[src/rtl/mem_arbiter_rr_if.sv]
// ============================================================================
// Module      : mem_arbiter_rr_if
// Description : Requester/memory bus bundle for mem_arbiter_rr.
// Revision    : 1.0 - initial release
// ============================================================================
`default_nettype none
`timescale 1ns/1ps

interface mem_arbiter_rr_if #(
  parameter int NUM_PORTS  = 2,
  parameter int ADDR_WIDTH = 32,
  parameter int DATA_WIDTH = 32
);
  logic [NUM_PORTS-1:0]            req_valid;
  logic [NUM_PORTS*ADDR_WIDTH-1:0] req_addr;
  logic [NUM_PORTS-1:0]            req_we;
  logic [NUM_PORTS*DATA_WIDTH-1:0] req_wdata;
  logic [NUM_PORTS-1:0]            flush;
  logic                            stall;
  logic [NUM_PORTS-1:0]            grant;
  logic [NUM_PORTS-1:0]            rsp_valid;
  logic [DATA_WIDTH-1:0]           rsp_rdata;
  logic                            mem_req_valid;
  logic [ADDR_WIDTH-1:0]           mem_addr;
  logic                            mem_we;
  logic [DATA_WIDTH-1:0]           mem_wdata;
  logic [DATA_WIDTH-1:0]           mem_rdata;
  logic                            data_valid;
  logic                            timeout_err;

  // Arbiter side
  modport slave (
    input  req_valid, req_addr, req_we, req_wdata, flush, stall,
    input  mem_rdata, data_valid,
    output grant, rsp_valid, rsp_rdata,
    output mem_req_valid, mem_addr, mem_we, mem_wdata, timeout_err
  );

  // Requester / memory model side
  modport master (
    output req_valid, req_addr, req_we, req_wdata, flush, stall,
    output mem_rdata, data_valid,
    input  grant, rsp_valid, rsp_rdata,
    input  mem_req_valid, mem_addr, mem_we, mem_wdata, timeout_err
  );
endinterface

`default_nettype wire

[src/rtl/mem_arbiter_rr.sv]
// ============================================================================
// Module      : mem_arbiter_rr
// Description : N-port memory-bus arbiter, round-robin or fixed priority, one
//               outstanding transaction. Define ARB_TIMEOUT_EN for watchdog.
// Revision    : 1.0 - initial release
// ============================================================================
`default_nettype none
`timescale 1ns/1ps

module mem_arbiter_rr #(
  parameter int NUM_PORTS     = 2,
  parameter int ADDR_WIDTH    = 32,
  parameter int DATA_WIDTH    = 32,
  parameter int PRIORITY_MODE = 0,
  parameter int MAX_WAIT      = 255
) (
  input  logic              clk,
  input  logic              rst_n,
  mem_arbiter_rr_if.slave   bus
);

  localparam int c_IDX_W = $clog2(NUM_PORTS);
  localparam logic [c_IDX_W:0] c_NP = (c_IDX_W+1)'(NUM_PORTS);

  typedef enum logic [0:0] {
    S_IDLE = 1'b0,
    S_BUSY = 1'b1
  } state_t;

  if (NUM_PORTS < 2 || NUM_PORTS > 8) begin : g_bad_num_ports
    $error("mem_arbiter_rr: NUM_PORTS must be 2..8");
  end
  if (PRIORITY_MODE < 0 || PRIORITY_MODE > 1) begin : g_bad_priority_mode
    $error("mem_arbiter_rr: PRIORITY_MODE must be 0 or 1");
  end
  if (MAX_WAIT < 1) begin : g_bad_max_wait
    $error("mem_arbiter_rr: MAX_WAIT must be at least 1");
  end

  state_t                  r_state;
  logic [c_IDX_W-1:0]      r_ptr;
  logic [c_IDX_W-1:0]      r_owner;
  logic                    r_cancel;
  logic [NUM_PORTS-1:0]    r_grant;
  logic [NUM_PORTS-1:0]    r_rsp_valid;
  logic [DATA_WIDTH-1:0]   r_rsp_rdata;
  logic                    r_mem_req_valid;
  logic [ADDR_WIDTH-1:0]   r_mem_addr;
  logic                    r_mem_we;
  logic [DATA_WIDTH-1:0]   r_mem_wdata;

  logic [NUM_PORTS-1:0]    w_cand;
  logic                    w_found;
  logic [c_IDX_W-1:0]      w_win;
  logic [c_IDX_W:0]        w_sum;
  logic                    w_cancel_now;
  logic                    w_expire;

  logic [ADDR_WIDTH-1:0]   w_addr  [NUM_PORTS];
  logic [DATA_WIDTH-1:0]   w_wdata [NUM_PORTS];

  for (genvar g = 0; g < NUM_PORTS; g++) begin : g_unpack
    assign w_addr[g]  = bus.req_addr[g*ADDR_WIDTH +: ADDR_WIDTH];
    assign w_wdata[g] = bus.req_wdata[g*DATA_WIDTH +: DATA_WIDTH];
  end

`ifdef ARB_TIMEOUT_EN
  localparam int c_CNT_W = $clog2(MAX_WAIT + 1);
  logic [c_CNT_W-1:0] r_cnt;
  logic               r_timeout_err;

  // Fires in the MAX_WAIT-th BUSY cycle, counting the first BUSY cycle as 1
  assign w_expire        = (r_cnt == c_CNT_W'(MAX_WAIT - 1));
  assign bus.timeout_err = r_timeout_err;
`else
  assign w_expire        = 1'b0;
  assign bus.timeout_err = 1'b0;
`endif

  // Flushed ports are excluded from the candidate set for this cycle
  always_comb begin
    w_cand  = bus.req_valid & ~bus.flush;
    w_found = 1'b0;
    w_win   = '0;
    w_sum   = '0;
    if (PRIORITY_MODE == 1) begin
      for (int k = NUM_PORTS - 1; k >= 0; k--) begin
        if (w_cand[c_IDX_W'(k)]) begin
          w_found = 1'b1;
          w_win   = c_IDX_W'(k);
        end
      end
    end else begin
      for (int k = 0; k < NUM_PORTS; k++) begin
        w_sum = {1'b0, r_ptr} + (c_IDX_W+1)'(k);
        if (w_sum >= c_NP) begin
          w_sum = w_sum - c_NP;
        end
        if (!w_found && w_cand[w_sum[c_IDX_W-1:0]]) begin
          w_found = 1'b1;
          w_win   = w_sum[c_IDX_W-1:0];
        end
      end
    end
  end

  // A flush landing in the completing cycle still suppresses the response
  assign w_cancel_now = r_cancel | bus.flush[r_owner];

  always_ff @(posedge clk or negedge rst_n) begin
    if (!rst_n) begin
      r_state         <= S_IDLE;
      r_ptr           <= '0;
      r_owner         <= '0;
      r_cancel        <= 1'b0;
      r_grant         <= '0;
      r_rsp_valid     <= '0;
      r_rsp_rdata     <= '0;
      r_mem_req_valid <= 1'b0;
      r_mem_addr      <= '0;
      r_mem_we        <= 1'b0;
      r_mem_wdata     <= '0;
`ifdef ARB_TIMEOUT_EN
      r_cnt           <= '0;
      r_timeout_err   <= 1'b0;
`endif
    end else begin
      r_grant     <= '0;
      r_rsp_valid <= '0;
`ifdef ARB_TIMEOUT_EN
      r_timeout_err <= 1'b0;
`endif
      case (r_state)
        S_IDLE: begin
          if (!bus.stall && w_found) begin
            r_grant[w_win]  <= 1'b1;
            r_mem_req_valid <= 1'b1;
            r_mem_addr      <= w_addr[w_win];
            r_mem_we        <= bus.req_we[w_win];
            r_mem_wdata     <= w_wdata[w_win];
            r_owner         <= w_win;
            r_ptr           <= (w_win == c_IDX_W'(NUM_PORTS - 1)) ? '0 : w_win + 1'b1;
            r_cancel        <= 1'b0;
            r_state         <= S_BUSY;
`ifdef ARB_TIMEOUT_EN
            r_cnt           <= '0;
`endif
          end
        end
        S_BUSY: begin
          if (bus.data_valid) begin
            r_mem_req_valid <= 1'b0;
            r_rsp_rdata     <= bus.mem_rdata;
            if (!w_cancel_now) begin
              r_rsp_valid[r_owner] <= 1'b1;
            end
            r_cancel <= 1'b0;
            r_state  <= S_IDLE;
          end else if (w_expire) begin
            r_mem_req_valid <= 1'b0;
            r_rsp_rdata     <= '0;
            if (!w_cancel_now) begin
              r_rsp_valid[r_owner] <= 1'b1;
            end
            r_cancel <= 1'b0;
            r_state  <= S_IDLE;
`ifdef ARB_TIMEOUT_EN
            r_timeout_err <= 1'b1;
`endif
          end else begin
            if (bus.flush[r_owner]) begin
              r_cancel <= 1'b1;
            end
`ifdef ARB_TIMEOUT_EN
            r_cnt <= r_cnt + 1'b1;
`endif
          end
        end
        default: r_state <= S_IDLE;
      endcase
    end
  end

  assign bus.grant         = r_grant;
  assign bus.rsp_valid     = r_rsp_valid;
  assign bus.rsp_rdata     = r_rsp_rdata;
  assign bus.mem_req_valid = r_mem_req_valid;
  assign bus.mem_addr      = r_mem_addr;
  assign bus.mem_we        = r_mem_we;
  assign bus.mem_wdata     = r_mem_wdata;

endmodule

`default_nettype wire
[src/flat_wrapper.sv]
// flat-port wrapper written by rule: the top's interface ports become plain ports
module mem_arbiter_rr_flat 
#(
  parameter int NUM_PORTS     = 2,
  parameter int ADDR_WIDTH    = 32,
  parameter int DATA_WIDTH    = 32,
  parameter int PRIORITY_MODE = 0,
  parameter int MAX_WAIT      = 255
)
  (clk, rst_n, bus_req_valid, bus_req_addr, bus_req_we, bus_req_wdata, bus_flush, bus_stall, bus_mem_rdata, bus_data_valid, bus_grant, bus_rsp_valid, bus_rsp_rdata, bus_mem_req_valid, bus_mem_addr, bus_mem_we, bus_mem_wdata, bus_timeout_err);
  mem_arbiter_rr_if #(.NUM_PORTS(NUM_PORTS), .ADDR_WIDTH(ADDR_WIDTH), .DATA_WIDTH(DATA_WIDTH)) bus_i ();
  input  logic clk;
  input  logic rst_n;
  input wire logic [$bits(bus_i.req_valid)-1:0] bus_req_valid;
  input wire logic [$bits(bus_i.req_addr)-1:0] bus_req_addr;
  input wire logic [$bits(bus_i.req_we)-1:0] bus_req_we;
  input wire logic [$bits(bus_i.req_wdata)-1:0] bus_req_wdata;
  input wire logic [$bits(bus_i.flush)-1:0] bus_flush;
  input wire logic [$bits(bus_i.stall)-1:0] bus_stall;
  input wire logic [$bits(bus_i.mem_rdata)-1:0] bus_mem_rdata;
  input wire logic [$bits(bus_i.data_valid)-1:0] bus_data_valid;
  output wire logic [$bits(bus_i.grant)-1:0] bus_grant;
  output wire logic [$bits(bus_i.rsp_valid)-1:0] bus_rsp_valid;
  output wire logic [$bits(bus_i.rsp_rdata)-1:0] bus_rsp_rdata;
  output wire logic [$bits(bus_i.mem_req_valid)-1:0] bus_mem_req_valid;
  output wire logic [$bits(bus_i.mem_addr)-1:0] bus_mem_addr;
  output wire logic [$bits(bus_i.mem_we)-1:0] bus_mem_we;
  output wire logic [$bits(bus_i.mem_wdata)-1:0] bus_mem_wdata;
  output wire logic [$bits(bus_i.timeout_err)-1:0] bus_timeout_err;
  assign bus_i.req_valid = bus_req_valid;
  assign bus_i.req_addr = bus_req_addr;
  assign bus_i.req_we = bus_req_we;
  assign bus_i.req_wdata = bus_req_wdata;
  assign bus_i.flush = bus_flush;
  assign bus_i.stall = bus_stall;
  assign bus_i.mem_rdata = bus_mem_rdata;
  assign bus_i.data_valid = bus_data_valid;
  assign bus_grant = bus_i.grant;
  assign bus_rsp_valid = bus_i.rsp_valid;
  assign bus_rsp_rdata = bus_i.rsp_rdata;
  assign bus_mem_req_valid = bus_i.mem_req_valid;
  assign bus_mem_addr = bus_i.mem_addr;
  assign bus_mem_we = bus_i.mem_we;
  assign bus_mem_wdata = bus_i.mem_wdata;
  assign bus_timeout_err = bus_i.timeout_err;
  mem_arbiter_rr #(.NUM_PORTS(NUM_PORTS), .ADDR_WIDTH(ADDR_WIDTH), .DATA_WIDTH(DATA_WIDTH), .PRIORITY_MODE(PRIORITY_MODE), .MAX_WAIT(MAX_WAIT)) u_core (.clk(clk), .rst_n(rst_n), .bus(bus_i));
endmodule
[config.mk]
export PLATFORM = sky130hd
export DESIGN_NAME = mem_arbiter_rr_flat
export DESIGN_NICKNAME = d
export VERILOG_FILES = /design/src/rtl/mem_arbiter_rr_if.sv /design/src/rtl/mem_arbiter_rr.sv /design/src/flat_wrapper.sv
export SDC_FILE = /design/constraint.sdc
export NUM_CORES = 1
export LEC_CHECK = 0
export BUFFER_PORTS_ARGS = -buffer_cell sky130_fd_sc_hd__buf_2
export CAP_MARGIN = 30
export CORE_ASPECT_RATIO = 0.5
export CORE_MARGIN = 2
export CORE_UTILIZATION = 43
export DETAILED_ROUTE_END_ITERATION = 10
export GPL_TIMING_DRIVEN = 0
export PLACE_DENSITY = 0.92
export SYNTH_ARGS = -nofsm -noshare
export SYNTH_HDL_FRONTEND = slang
export SYNTH_SLANG_ARGS = --single-unit
[constraint.sdc]
create_clock -name clk -period 1.9 [get_ports clk]
set_input_delay 0.285 -clock clk [delete_from_list [all_inputs] [get_ports clk]]
set_output_delay 0.285 -clock clk [all_outputs]
set_load 0.005 [all_outputs]
# After elaboration in Yosys (flattened, before gate mapping)
# Cells that the tools add are included.
word_totals:
  register_bits: 106
  in_bits: 170
  wordCells: 82
op_classes:
  addsub: 4
  magnitude_cmp: 9
  eq_ne: 3
  muxes: 40
  bitwise_logic: 5
  n_reduce_logical: 10
ops:
  columns: ["cell", "count"]
  rows:
  - ["$mux 32", 6]
  - ["$mux 1", 24]
  - ["$mux 2", 5]
  - ["$lt 1x2->1 const B", 4]
  - ["$reduce_and 2->1", 4]
  - ["$pmux 1 s2", 3]
  - ["$ge 2x2->1 const B", 2]
  - ["$logic_and 1x1->1", 4]
  - ["$ne 3x3->1 const B", 1]
  - ["$add 1x1->2 const B", 1]
  - ["$and 2x2->2", 1]
  - ["$demux 1 s1", 2]
  - ["$ge 1x1->1 const B", 2]
  - ["$ge 1x2->1 const B", 1]
  - ["$logic_not 1->1", 2]
  - ["$ne 2x1->1 const B", 1]
  - ["$ne 2x2->1 const B", 1]
  - ["$not 1->2", 1]
  - ["$not 2->2", 1]
  - ["$sub 1x1->1 const B", 2]
  - ["$add 1x1->1 const B", 1]
  - ["$not 1->1", 1]
  - ["$or 1x1->1", 1]

# Longest topological paths before layout
# Gate-level depths: netlist of run 1.
depth:
  word_depth: 14
  depth_mapped: 5

# Worst setup path after synthesis of run 1
# Ideal clock, no wire load.
synth_timing:
  kind: "reg-to-reg"
  from: "register u_core.r_ptr"
  to: "register u_core.r_mem_wdata[10] (netlist: u_core.bus.mem_wdata[10])"
  setup_time_ns: 0.126
  t_arrival_ns: 1.304
  required_time_ns: 1.774
  path_slack_ns: 0.470
  stages_incl_launch_ff: 5
  period_less_slack_ns: 1.430
  cell_sequence: "dfrtp_1 -> o311a_4 -> buf_6 -> buf_6 -> a221o_1"
synth_via:
  elab_chain_len: 12
synth_lines:
  columns: ["element", "line_no", "rtl"]
  rows:
  - ["start: declaration", "mem_arbiter_rr.sv:41", "logic [c_IDX_W-1:0] r_ptr;"]
  - ["start signal: assignment", "mem_arbiter_rr.sv:142", "r_ptr <= (w_win == c_IDX_W'(NUM_PORTS - 1)) ? '0 : w_win + 1'b1;"]
  - ["$ge 1x2->1 / $sub 1x1->1 (equally long branches)", "mem_arbiter_rr.sv:96, mem_arbiter_rr.sv:97", null]
  - ["$mux 1", "mem_arbiter_rr.sv:96", "if (w_sum >= c_NP) begin"]
  - ["$mux 1 (not written as such) (2 in a row)", "mem_arbiter_rr.sv:99", "if (!w_found && w_cand[w_sum[c_IDX_W-1:0]]) begin"]
  - ["$mux 1", "mem_arbiter_rr.sv:99", null]
  - ["$logic_not 1->1", "mem_arbiter_rr.sv:99", null]
  - ["$logic_and 1x1->1", "mem_arbiter_rr.sv:99", null]
  - ["$mux 1", "mem_arbiter_rr.sv:99", null]
  - ["$not 1->2 (not written as such)", "mem_arbiter_rr.sv:140", "r_mem_wdata <= w_wdata[w_win];"]
  - ["$mux 32 (not written as such) (3 in a row)", "mem_arbiter_rr.sv:140", null]
  - ["end signal: assignment", "mem_arbiter_rr.sv:140", null]
  - ["end: declaration", "mem_arbiter_rr.sv:50", "logic [DATA_WIDTH-1:0] r_mem_wdata;"]
# Parallel ways exist; a longest one is shown, timed or not. The select of a mux whose other input is x is not followed.
# A chain may end at the register's enable or synchronous reset.

# Worst setup path in the final report of run 1
layout_timing:
  from: "register u_core.r_ptr"
  to: "register u_core.r_mem_wdata[24] (netlist: u_core.bus.mem_wdata[24])"
# The elaborated chain is that of the path after synthesis.

==> results.py, run 1 <==
metrics = {
    "status": {
        "outcome": "finished, final reports clean",
    },
    "cts": {
        "h-tree-depth": 3,
        "cts_resized": 0,
        "clk_latency_ns": 0.34,
        "clock_path_buffers": 2,
        "post-cts-setup-buffers": 0,
        "tritoncts": "done",
        "numClockSinks": 106,
        "cts_buffers": 9,
        "hold_buffers": 0,
        "path_clk_slew_ns": 0.08,
        "cts_root_buf": "clkbuf_16",
    },
    "synthesis": {
        "yosysWarnings": 0,
        "syn-cell-area_sq_um": 4420,
        "synth_common_cells": "dfrtp_1, a221o_1, and3_1",
        "ys_ff_latch": 106,
        "synth.area.top_cells": "dfrtp_1, a221o_1, and3_1",
        "synth_fp_nets": 493,
        "synth_ff_type": "dfrtp_1",
        "yosysSeqAreaShare": 0.601,
        "synth.distinct_cells": 25,
        "synth_most_common_cell": "dfrtp_1",
        "postSynthAreaPerCell_sq_um": 13.7,
        "synth_top_area_frac": 0.601,
        "synth_top_cell_by_area": "dfrtp_1",
        "async_flop_share": 1.00,
        "syn_inst": 323,
        "synth_edf_count": 0,
    },
    "die": {
        "die_h_um": 75.7,
        "io_pins": 273,
        "core.rowCount": 26,
        "start_util": 0.438,
        "fp.dieW_um": 147,
        "dieArea_sq_um": 11100,
        "core-area_sq_um": 10100,
    },
    "sta": {
        "hold_violations": 0,
        "finalSetupViolCount": 0,
        "relSlewSlack": 0.513,
        "min_period_ns": 1.67,
        "worst_pin_slew_ns": 0.731,
        "finClkSkew_ns": 0.00606,
        "rsz0062_at_grt": "false",
        "drv_slew": 0,
        "max_freq_ghz": 0.598,
        "timing.hold.ws_ns": 0.00541,
        "period_share": 0.880,
    },
    "global_route": {
        "antenna_found_initial": 0,
        "grt_max_degree": 58,
        "grt_pass1_vias": 3794,
        "grt_overflow": 0,
        "grtUsageTotal": 0.227,
        "grt_pass1_wl_um": 19500,
    },
    "placement": {
        "dp_cells": 735,
        "routabilityCongestion": 0.895,
        "dp_hpwl_um": 10400,
        "io_buffers": 271,
    },
    "setup_path": {
        "timing.rr.end": "u_core.bus.mem_wdata[24]$_DFFE_PN0P_",
        "worst_setup_path_end_kind": "register",
        "crit_chain": "nand3b_1 -> buf_2 -> clkbuf_1 -> and3_1 -> a221o_1",
        "rrSetupSlack_ns": 0.23,
        "cp_max_fo": 10,
        "crit_path_top_delay_cell": "dfrtp_1",
        "worstSetupStartpointType": "register",
        "critPathArrivalTime_ns": 1.90,
        "reg2reg_depth": 5,
        "timing.critical_path.buf_inv": 2,
        "slowest_delay_ns": 0.40,
        "critPathKind": "reg -> reg",
        "path_delay_family": "buffers and inverters",
        "cp.required_ns": 2.13,
        "r2r_start": "u_core.r_ptr$_DFFE_PN0P_",
    },
    "power_and_ir_drop": {
        "power_leakage_nw": 3.47,
        "peakVddDrop_v": 0.000515,
        "power.density_nw_per_um2": 1070,
    },
    "detailed_routing": {
        "routedWlPerCell_um": 18.2,
        "drc": 0,
        "drt_iter0_drc": 200,
        "via_count": 4054,
        "viasPerCell": 5.40,
        "first_pass_iters": 5,
        "routed_wl_um": 13600,
        "postRouteAntennaNets": 0,
    },
    "finish": {
        "regArea_sq_um": 2650,
        "multi_input_area_sq_um": 1560,
        "area_growth_pct": 41.7,
        "layout.nets": 776,
        "instances_no_fill": 751,
        "fill_cells": 826,
        "drive_above_1_share": 0.555,
        "diodes": 0,
    },
    "flow_run": {
        "cap_violations": 0,
    },
    "min_path": {
        "min_path_type": "in -> async",
    },
}
==> final cells by class <==
cell class,instances,share of cell area
flip-flops and latches,106,0.424
multi-input cells,182,0.250
repair buffers,272,0.222
clock buffers,9,0.0360
plain buffers,32,0.0302
well taps,140,0.0280
clock inverters,7,0.00880
inverters,3,0.00180
==> power by group <==
part           switching (mW)  internal (mW)
clock                   0.882          0.900
sequential              0.335           2.83
combinational           0.714           1.00
total                    1.93           4.73
==> cell families (layout without fill, tap and decap cells) <==
| kind of cell | after synthesis | in the layout | synth area share |
|---|---|---|---|
| flops | 106 | 106 | 0.601 |
| simple gates | 77 | 77 | 0.109 |
| compound gates | 71 | 71 | 0.160 |
| buf+inv | 35 | 323 | 0.0453 |
| mux | 33 | 33 | 0.0839 |
| other cells | 1 | 1 | 0.000849 |
==> worst max-delay path by stage <==
stage	slack [ns]	cells past startpoint	end	start
3_3_place_gp	-0.58	1	u_core.bus.mem_wdata[8]$_DFFE_PN0P_	rst_n
2_1_floorplan	0.47	4	u_core.bus.mem_wdata[10]$_DFFE_PN0P_	u_core.r_ptr$_DFFE_PN0P_
5_1_grt	0.12	5	u_core.bus.mem_wdata[24]$_DFFE_PN0P_	u_core.r_ptr$_DFFE_PN0P_
3_5_place_dp	0.17	6	u_core.bus.mem_wdata[22]$_DFFE_PN0P_	bus_flush[1]
4_1_cts	0.24	5	u_core.bus.mem_wdata[22]$_DFFE_PN0P_	u_core.r_ptr$_DFFE_PN0P_
6_report	0.23	5	u_core.bus.mem_wdata[24]$_DFFE_PN0P_	u_core.r_ptr$_DFFE_PN0P_
==> sequential cells by signal, summed over array words and instances (netlist names) <==
signal	flops
u_core.r_owner	1
u_core.r_cancel	1
u_core.bus.mem_we	1
u_core.bus.rsp_rdata	32
u_core.bus.mem_req_valid	1
u_core.bus.mem_wdata	32
u_core.bus.mem_addr	32
u_core.bus.grant	2
u_core.r_state	1
u_core.bus.rsp_valid	2
u_core.r_ptr	1
==> layout by cell type (no fill, tap or decap), drive strengths merged <==
cell type,n
and3,65
a21oi,1
nand3b,1
nand2,3
and2,1
inv,4
mux2,32
conb,1
o211a,1
o21ai,2
buf,288
o311a,1
nor4b,2
clkbuf,25
a221o,65
nor4,1
a21o,1
nor2,2
dfrtp,106
clkinvlp,2
mux2i,1
clkinv,4
nor2b,2
==> metal layers <==
| metal | share of wire | GRT usage | routed length [um] | vias up |
|---|---|---|---|---|
| li1 | - | - | - | 1824 |
| met1 | 0.40 | 0.290 | 5400 | 2033 |
| met2 | 0.53 | 0.406 | 7250 | 177 |
| met3 | 0.056 | 0.0449 | 768 | 20 |
| met4 | 0.016 | 0.0673 | 218 | 0 |
| met5 | 0 | 0 | 0 | - |
==> through the flow <==
step / utilization / TNS, ns / setup WS (ns) / instance area (sq um) / power, mW
CTS: 0.621 / 0 / 0.240 / 6260 / 6.70
finish: 0.621 / 0 / 0.229 / 6260 / 6.67
global placement: 0.590 / -61.09 / -0.583 / 5950 / 4.81
global route: 0.621 / 0 / 0.125 / 6260 / 6.98
floorplan: - / 0 / 0.470 / 4420 / 3.90
detailed placement: 0.593 / 0 / 0.172 / 5980 / 4.92
(Power assumes the default switching activity.)
==> run 2: changes to the inputs <==
--- a/config.mk
+++ b/config.mk
@@ -12,7 +12,7 @@
 export CORE_UTILIZATION = 43
 export DETAILED_ROUTE_END_ITERATION = 10
 export GPL_TIMING_DRIVEN = 0
-export PLACE_DENSITY = 0.92
+export PLACE_DENSITY = 0.91
 export SYNTH_ARGS = -nofsm -noshare
 export SYNTH_HDL_FRONTEND = slang
 export SYNTH_SLANG_ARGS = --single-unit
==> results.py, run 2 (same netlist as run 1, synthesis figures left out) <==
metrics = {
    "cts": {
        "path_clk_slew_ns": 0.07,
        "tritoncts": "done",
        "h-tree-depth": 3,
        "cts_root_buf": "clkbuf_16",
        "clk_latency_ns": 0.33,
        "cts_buffers": 9,
        "hold_buffers": 0,
        "clock_path_buffers": 2,
        "numClockSinks": 106,
        "post-cts-setup-buffers": 0,
        "cts_resized": 0,
    },
    "setup_path": {
        "worst_setup_path_end_kind": "register",
        "worstSetupStartpointType": "register",
        "critPathArrivalTime_ns": 1.87,
        "rrSetupSlack_ns": 0.23,
        "cp.required_ns": 2.10,
        "critPathKind": "reg -> reg",
        "r2r_start": "u_core.r_state$_DFF_PN0_",
        "timing.rr.end": "u_core.bus.mem_we$_DFFE_PN0P_",
        "reg2reg_depth": 4,
        "cp_max_fo": 10,
    },
    "power_and_ir_drop": {
        "power_leakage_nw": 3.49,
        "power.total_mw": 6.75,
        "peakVddDrop_v": 0.000554,
        "power.density_nw_per_um2": 1070,
    },
    "status": {
        "outcome": "finished, final reports clean",
    },
    "sta": {
        "worst_pin_slew_ns": 0.767,
        "hold_violations": 0,
        "finClkSkew_ns": 0.00701,
        "rsz0062_at_grt": "false",
        "min_period_ns": 1.67,
        "finalSetupViolCount": 0,
        "tns_ns": 0,
        "period_share": 0.880,
        "relSlewSlack": 0.488,
        "drv_slew": 0,
        "max_freq_ghz": 0.598,
    },
    "detailed_routing": {
        "viasPerCell": 5.36,
        "routedWlPerCell_um": 18.2,
        "postRouteAntennaNets": 0,
        "drc": 0,
        "first_pass_iters": 4,
        "routed_wl_um": 13700,
        "drt_iter0_drc": 272,
        "via_count": 4022,
    },
    "finish": {
        "diodes": 0,
        "final_cell_mix": "buf_2, dfrtp_1, and3_1, a221o_1, mux2_2",
        "instances_no_fill": 751,
        "layout.nets": 776,
        "drive_above_1_share": 0.555,
        "final_common_cell": "buf_2",
        "fill_cells": 802,
        "area_growth_pct": 42.1,
    },
    "die": {
        "dieArea_sq_um": 11100,
        "core.rowCount": 26,
        "io_pins": 273,
        "core-area_sq_um": 10100,
        "fp.dieW_um": 147,
        "start_util": 0.438,
        "die_h_um": 75.7,
    },
    "global_route": {
        "grt_max_degree": 61,
        "antenna_found_initial": 0,
        "grt_pass1_wl_um": 20400,
        "grt_pass1_vias": 3957,
        "grtUsageTotal": 0.235,
        "grt_overflow": 0,
    },
    "placement": {
        "dp_cells": 735,
        "dp_hpwl_um": 10600,
        "routabilityCongestion": 0.836,
        "io_buffers": 271,
    },
    "min_path": {
        "min_path_type": "in -> async",
    },
    "flow_run": {
        "cap_violations": 0,
    },
}
run 2: changes by cell type in the layout (fill, tap and decap cells not counted):
cell and delta:
clkinv_2 +1, clkinvlp_4 -1, bufinv_16 +1, clkinv_4 -3
inv_6 +2
run 2: area by class of cell:
| type | count | area, sq um | share of cell area |
|---|---|---|---|
| repair buffers | 272 | 1390 | 0.221 |
| multi-input cells | 182 | 1560 | 0.249 |
| well taps | 140 | 175 | 0.0279 |
| plain buffers | 32 | 189 | 0.0301 |
| clock buffers | 9 | 225 | 0.0359 |
| inverters | 3 | 11.3 | 0.00179 |
| clock inverters | 7 | 73.8 | 0.0118 |
| flip-flops and latches | 106 | 2650 | 0.423 |
run 2: power by group:
| part | internal [mW] | leakage, nW | switching, mW |
|---|---|---|---|
| clock network | 1.03 | 0.147 | 0.827 |
| registers | 2.83 | 1.30 | 0.328 |
| logic | 1.00 | 2.04 | 0.722 |
run 2: routing by layer:
metal / track usage / share of wire
met1: 0.300 / 0.40
met2: 0.423 / 0.53
met3: 0.0473 / 0.058
met4: 0.0662 / 0.019
met5: 0 / 0
run 2: per-stage QoR:
stage           util  area, sq um  hold slack, ns  worst slack, ns
6_report       0.622         6280          0.0353            0.229
5_1_grt        0.622         6280          0.0917           0.0756
3_3_place_gp   0.590         5950           0.452           -0.583
3_5_place_dp   0.593         5980           0.415            0.202
4_1_cts        0.622         6280          0.0497            0.220
2_1_floorplan      -         4420         -0.0106            0.470
run 2: how the worst max path moves through the flow:
stage | startpoint | to | slack (ns) | cells after the start
floorplan | u_core.r_ptr$_DFFE_PN0P_ | u_core.bus.mem_wdata[10]$_DFFE_PN0P_ | 0.47 | 4
finish | u_core.r_state$_DFF_PN0_ | u_core.bus.mem_we$_DFFE_PN0P_ | 0.23 | 4
detailed placement | bus_flush[1] | u_core.bus.mem_wdata[17]$_DFFE_PN0P_ | 0.20 | 6
global placement | rst_n | u_core.bus.mem_wdata[8]$_DFFE_PN0P_ | -0.58 | 1
global route | u_core.r_state$_DFF_PN0_ | u_core.bus.mem_we$_DFFE_PN0P_ | 0.08 | 4
CTS | u_core.r_state$_DFF_PN0_ | u_core.bus.mem_we$_DFFE_PN0P_ | 0.22 | 4
run 2: critical path, cell delays in order, from the launching register on:
cell	delay [ns]
dfrtp_1	0.43
nor2_1	0.21
o21ai_2	0.17
clkbuf_1	0.29
a221o_1	0.44
